--- src/rtl/cpu_pkg.sv ---
// Shared CPU definitions: opcodes, NOP encoding and the fetch FSM state type.
// Consumers: fetch_stage (HALT handling under FETCH_HALT_EN), control decoder.
package cpu_pkg;

  localparam logic [31:0] NOP_INSTR = 32'h0;

  localparam logic [5:0] OPC_HALT  = 6'h3F;
  localparam logic [5:0] OPC_LW    = 6'd8;
  localparam logic [5:0] OPC_SW    = 6'd9;
  localparam logic [5:0] OPC_RTYPE = 6'd7;

  typedef enum logic [1:0] {
    FILL  = 2'd0,
    RUN   = 2'd1,
    STALL = 2'd2,
    HALT  = 2'd3
  } fetch_state_e;

  function automatic logic is_halt(input logic [31:0] word);
    return word[31:26] == OPC_HALT;
  endfunction

endpackage

--- src/rtl/fetch_skid.sv ---
// Single-entry holding register for the fetch word that returns while the
// decoder is stalled. Load wins over clear.
module fetch_skid #(
  parameter int PC_WIDTH = 8
) (
  input  logic                clk,
  input  logic                rst,
  input  logic                load_i,
  input  logic                clear_i,
  input  logic [31:0]         data_i,
  input  logic [PC_WIDTH-1:0] pc_i,
  output logic [31:0]         data_o,
  output logic [PC_WIDTH-1:0] pc_o,
  output logic                valid_o
);

  logic [31:0]         data_q;
  logic [PC_WIDTH-1:0] pc_q;
  logic                valid_q;

  always_ff @(posedge clk) begin
    if (rst) begin
      valid_q <= 1'b0;
      data_q  <= '0;
      pc_q    <= '0;
    end else if (load_i) begin
      valid_q <= 1'b1;
      data_q  <= data_i;
      pc_q    <= pc_i;
    end else if (clear_i) begin
      valid_q <= 1'b0;
    end
  end

  assign data_o  = data_q;
  assign pc_o    = pc_q;
  assign valid_o = valid_q;

endmodule

--- src/rtl/fetch_stage.sv ---
// Instruction fetch: owns the PC, drives a 1-cycle-latency program memory and
// presents one word per cycle to the decoder; a skid keeps the in-flight word
// across stalls. Define FETCH_HALT_EN to stop fetch on opcode 6'h3F.
module fetch_stage
  import cpu_pkg::*;
#(
  parameter int PC_WIDTH = 8,
  parameter int RESET_PC = 0
) (
  input  logic                clk,
  input  logic                rst,
  input  logic                stall,
  output logic [PC_WIDTH-1:0] imem_addr,
  output logic                imem_rd,
  input  logic [31:0]         imem_data,
  output logic [31:0]         Instruction,
  output logic                Instr_valid,
  output logic [PC_WIDTH-1:0] PC_out,
  output logic                halted
);

  fetch_state_e        state_q, state_d;
  logic [PC_WIDTH-1:0] fetch_pc_q, fetch_pc_d;
  logic [PC_WIDTH-1:0] issued_pc_q, issued_pc_d;
  logic [31:0]         instr_q, instr_d;
  logic                valid_q, valid_d;
  logic [PC_WIDTH-1:0] pc_out_q, pc_out_d;
  logic                halted_q, halted_d;

  logic                skid_load, skid_clear, skid_valid;
  logic [31:0]         skid_data;
  logic [PC_WIDTH-1:0] skid_pc;

  logic                cap_en;
  logic [31:0]         cap_word;
  logic [PC_WIDTH-1:0] cap_pc;

  fetch_skid #(.PC_WIDTH(PC_WIDTH)) u_skid (
    .clk     (clk),
    .rst     (rst),
    .load_i  (skid_load),
    .clear_i (skid_clear),
    .data_i  (imem_data),
    .pc_i    (issued_pc_q),
    .data_o  (skid_data),
    .pc_o    (skid_pc),
    .valid_o (skid_valid)
  );

  always_comb begin
    state_d     = state_q;
    fetch_pc_d  = fetch_pc_q;
    issued_pc_d = issued_pc_q;
    instr_d     = instr_q;
    valid_d     = valid_q;
    pc_out_d    = pc_out_q;
    halted_d    = halted_q;
    skid_load   = 1'b0;
    skid_clear  = 1'b0;
    imem_rd     = 1'b0;
    cap_en      = 1'b0;
    cap_word    = imem_data;
    cap_pc      = issued_pc_q;

    case (state_q)
      FILL: begin
        imem_rd     = 1'b1;
        issued_pc_d = fetch_pc_q;
        fetch_pc_d  = fetch_pc_q + PC_WIDTH'(1);
        state_d     = RUN;
      end
      RUN: begin
        if (stall && valid_q) begin
          skid_load = 1'b1;
          state_d   = STALL;
        end else begin
          imem_rd     = 1'b1;
          issued_pc_d = fetch_pc_q;
          fetch_pc_d  = fetch_pc_q + PC_WIDTH'(1);
          cap_en      = 1'b1;
        end
      end
      STALL: begin
        if (!stall && skid_valid) begin
          imem_rd     = 1'b1;
          issued_pc_d = fetch_pc_q;
          fetch_pc_d  = fetch_pc_q + PC_WIDTH'(1);
          skid_clear  = 1'b1;
          cap_en      = 1'b1;
          cap_word    = skid_data;
          cap_pc      = skid_pc;
          state_d     = RUN;
        end
      end
      default: ;
    endcase

    // A HALT word is swallowed; the word issued alongside it is never captured.
    if (cap_en) begin
`ifdef FETCH_HALT_EN
      if (is_halt(cap_word)) begin
        instr_d  = NOP_INSTR;
        valid_d  = 1'b0;
        pc_out_d = cap_pc;
        halted_d = 1'b1;
        state_d  = HALT;
      end else begin
        instr_d  = cap_word;
        valid_d  = 1'b1;
        pc_out_d = cap_pc;
      end
`else
      instr_d  = cap_word;
      valid_d  = 1'b1;
      pc_out_d = cap_pc;
`endif
    end
  end

  always_ff @(posedge clk) begin
    if (rst) begin
      state_q     <= FILL;
      fetch_pc_q  <= PC_WIDTH'(RESET_PC);
      issued_pc_q <= '0;
      instr_q     <= NOP_INSTR;
      valid_q     <= 1'b0;
      pc_out_q    <= '0;
      halted_q    <= 1'b0;
    end else begin
      state_q     <= state_d;
      fetch_pc_q  <= fetch_pc_d;
      issued_pc_q <= issued_pc_d;
      instr_q     <= instr_d;
      valid_q     <= valid_d;
      pc_out_q    <= pc_out_d;
      halted_q    <= halted_d;
    end
  end

  assign imem_addr   = fetch_pc_q;
  assign Instruction = instr_q;
  assign Instr_valid = valid_q;
  assign PC_out      = pc_out_q;
  assign halted      = halted_q;

endmodule

--- config.mk ---
export PLATFORM = sky130hd
export DESIGN_NAME = fetch_stage
export DESIGN_NICKNAME = d
export VERILOG_FILES = /design/src/rtl/cpu_pkg.sv /design/src/rtl/fetch_skid.sv /design/src/rtl/fetch_stage.sv
export SDC_FILE = /design/constraint.sdc
export NUM_CORES = 1
export LEC_CHECK = 0
export BUFFER_PORTS_ARGS = -buffer_cell sky130_fd_sc_hd__buf_2
export CAP_MARGIN = 0
export CORE_MARGIN = 5
export CORE_UTILIZATION = 35
export DETAILED_ROUTE_END_ITERATION = 6
export PLACE_DENSITY = 0.65
export REMOVE_ABC_BUFFERS = 1
export SLEW_MARGIN = 0
export SYNTH_ARGS = -nofsm -noshare
export SYNTH_HDL_FRONTEND = slang
export SYNTH_SLANG_ARGS = --single-unit
--- constraint.sdc ---
create_clock -name clk -period 1.5 [get_ports clk]
set_input_delay 0.375 -clock clk [delete_from_list [all_inputs] [get_ports clk]]
set_output_delay 0.375 -clock clk [all_outputs]
set_load 0.02 [all_outputs]
==> Flow_metrics.wiki <==
{| class="wikitable"
! Metric !! Value
|-
| Outcome || finished, violations left
|-
| Violated checks || setup timing
|-
| Sink Count || 100
|-
| Top FF cell, synth || dfxtp_1
|-
| Residual antenna-violating net count after detailed routing || 0
|-
| Critical path class || flop to output pin
|-
| Largest fanout of any net on the critical path || 4
|-
| Part of the total power dissipated in combinational logic || 19.3%
|-
| Remaining Overflow, GRT || 0
|-
| Hold Fails Final Rpt || 0
|-
| Clock Pin Slew Worst Setup and Hold Paths || 70 ps
|-
| Global-route layer with the greatest usage || met2
|-
| EDFF count, synth || 0
|-
| Startpoint Class || flop
|-
| Global-route wire length before repair || roughly 19000 µm
|-
| Number of nets in the layout || 620
|-
| Cell-by-cell listing of the critical path || inv_4 > buf_4 > ha_4 > a21oi_2 > a21oi_2 > buf_6
|-
| Post-Synth XOR/XNOR Area || 1.43%
|-
| Final slew viol count || 0
|-
| Port Buffers || 84
|-
| DRC marker count from the first detailed-route iteration || roughly 170
|-
| Pin count of the biggest net entering global routing || 36
|-
| Combinational family with the most area after synthesis || compound AO/OA/AOI/OAI gates
|-
| Routability congestion estimate from global placement || 0.841
|-
| Met3 demand-to-capacity share in global routing || under 10%
|-
| Leading cell type in the layout, fill and taps excluded || dfxtp_1
|-
| Global routing usage on met1 || 20.2%
|-
| Clk root buf || clkbuf_16
|-
| Data arrival time at the worst-slack endpoint || roughly 1400 ps
|-
| Max-cap violation count || 0
|-
| Area growth from synthesis to final layout || 45.3%
|-
| Maximum root-to-sink buffer count || 2
|-
| Post-route cell area || just over 0.006 mm²
|-
| Area of the mapped netlist || roughly 0.0043 mm²
|-
| Cell Area, Placed || 0.00509 mm²
|-
| RSZ-0062 raised after global routing || true
|-
| GRT Total Usage || about 17%
|-
| Final setup viols || 58
|-
| Simple-gate area share of the yosys netlist || 13.6%
|-
| TritonCTS clock tree || yes
|-
| GRT met2 Usage || between 20% and 30%
|-
| # IOs || between 80 and 90
|-
| Detailed-route wire length || roughly 12000 µm
|-
| Share of final-layout standard cells stronger than drive strength 1 || 46.2%
|-
| Fraction of the yosys area taken by sequential cells || 46.7%
|-
| Net switching power || ~0.0017 W
|-
| Flops & latches, synth || 100
|-
| Die height || 121 µm
|-
| Internal power of the cells || 0.00466 W
|-
| Die Outline Area || between 0.01 and 0.015 mm²
|-
| Total power divided by cell area || around 1000 mW/mm²
|-
| Adder and majority cell fraction of the synthesized area || under 10%
|-
| Max VDD drop || between 0.7 and 0.8 mV
|-
| Detailed-route via count || between 3000 and 4000
|-
| Class of the worst hold path || primary input to flop
|-
| Setup Skew || approximately 6.7 ps
|-
| Synthesized area per cell || around 9.5 µm²
|-
| Total leakage power || 2.73 nW
|-
| Number of global-route vias before repair || about 3800
|-
| Pre-antenna DRT Iters || 4
|-
| Placeable core region || between 0.01 and 0.015 mm²
|-
| Delay of the slowest cell on the worst path || between 300 and 400 ps
|-
| Mux share of post-synthesis cell area || 11.4%
|-
| Share of the core filled with cells || 51.9%
|-
| DRC Markers || 0
|-
| Antenna diode instance count || 0
|-
| Kind of end point of the critical path || output pin
|-
| Antenna violations before repair || 1
|-
| Most used cell, CP || a21oi_2
|-
| Register share of total power || 45.1%
|-
| Routed wire length per instance || roughly 16 µm
|-
| Period Utilization, post-route || 120%
|-
| Count of distinct cell types in the synthesized netlist || 27
|-
| Net switching share of the total power || around 27%
|-
| Proportion of register bits with asynchronous set or reset after synthesis || 0%
|-
| DP HPWL || around 7000 µm
|-
| Average via count per standard cell || about 5.0
|-
| Standard-cell row count || 40
|-
| Clk pwr share || about 36%
|-
| Fin crit period || 1800 ps
|-
| Master of the slowest instance on the critical path || dfxtp_4
|-
| Worst Setup Slack, final || -299 ps
|-
| Initial standard-cell utilization of the core || 35.7%
|-
| H-Tree Level Count || 3
|-
| Die width || ~120 µm
|-
| Timing-limited maximum frequency || 0.556 GHz
|-
| Synthesized instance count || about 450
|-
| Commonest non-fill, non-tap cells in the layout || 97 x dfxtp_1, 82 x nand2_1, 82 x buf_2
|-
| Required time of the worst setup path || approximately 1100 ps
|-
| Number of clock buffers inserted by TritonCTS || 9
|-
| Clock latency on the worst-skew pair || approximately 340 ps
|-
| Yosys warnings || 0
|-
| Fillcell total || around 1100
|-
| Complex-gate fraction of the synthesized area || 19.8%
|}
-- power groups by stage --
stage | clock (W) | combinational [W] | sequential (W)
after floorplan | 0 | 0.000373 | 0.00305
after global placement | 0 | 0.000871 | 0.00291
after detailed placement | 0 | 0.000902 | 0.00292
after CTS | 0.00234 | 0.00119 | 0.00286
after global routing | 0.00247 | 0.00133 | 0.00290
final | 0.00228 | 0.00124 | 0.00289
-- stage by stage --
| stage | setup TNS [ps] | total power (W) | std cells | hold slack [ps] | setup WS [ps] |
|---|---|---|---|---|---|
| floorplan | -181300 | 0.00342 | 413 | 430 | -3970 |
| global placement | -8550 | 0.00379 | 685 | 440 | -203 |
| detailed placement | -12250 | 0.00382 | 685 | 446 | -290 |
| CTS | -10660 | 0.00639 | 727 | 270 | -265 |
| global route | -16780 | 0.00670 | 732 | 275 | -355 |
| finish | -11170 | 0.00640 | 732 | 286 | -299 |
-- worst paths after layout --
| check | start | endpoint | slack [ps] | depth (start not counted) |
|---|---|---|---|---|
| worst max-delay path | state_q[0] | imem_rd | -300 | 6 |
| worst min-delay path | imem_data[1] | u_skid.data_o[1] | 290 | 3 |
| worst max register to register | state_q[1] | Instruction[17] | -240 | 9 |
| worst min register to register | u_skid.data_o[12] | u_skid.data_o[12] | 450 | 2 |
-- layout make-up --
type	instances	area (µm²)	share of cell area, %
Clock inverter	5	52.6	0.843
Sequential cell	100	2010	32.2
Clock buffer	11	233	3.73
Multi-Input combinational cell	310	2360	37.9
Timing Repair Buffer	156	1380	22.2
Tap cell	147	184	2.95
Inverter	3	13.8	0.221
-- worst max-delay path: cells and delay by family (launching register included) --
family	cells	cell delay (ps)
buffers and inverters	3	320
AO/OA/AOI/OAI	2	220
flip-flops	1	390
adder cells (fa/ha/maj)	1	150
-- flip-flops by register name, indices dropped and copies added (netlist names) --
name	count
Instruction	32
u_skid.data_o	32
PC_out	8
imem_addr	8
issued_pc_q	8
u_skid.pc_o	8
state_q	2
Instr_valid	1
u_skid.valid_o	1
-- logic make-up after synthesis --
logic type | count (synthesis)
DFF | 100
AOI/OAI and AO/OA | 97
buffers and inverters | 41
and+or+nand+nor | 151
muxes | 49
adders and majority gates | 5
xor gates and xnor gates | 7
other | 1
-- cell usage after synthesis (all sizes together) (3+ instances only) --
cell | count | share of area, %
nand2 | 82 | 7.2
clkbuf | 18 | 1.7
xnor2 | 7 | 1.4
a211oi | 45 | 12
a2111oi | 3 | 1.0
ha | 5 | 1.5
inv | 3 | 0.26
buf | 20 | 3.5
a21oi | 45 | 5.2
dfxtp | 100 | 47
nor2 | 60 | 5.2
nand3 | 5 | 0.58
mux2i | 49 | 11
-- per-layer routing --
metal / vias to the layer above / wire (µm)
li1: 1802 / -
met1: 1745 / 5320
met2: 83 / 5900
met3: 18 / 507
met4: 2 / 223
met5: - / 13
-- what timing repair did --
item                       CTS  global route
setup buffers               14            12
hold buffers                 0             0
setup endpoints to repair   60            62
pin swaps                   26            25
gates resized for setup     50            64
cloned                      12             0
(Power assumes the default switching activity.)
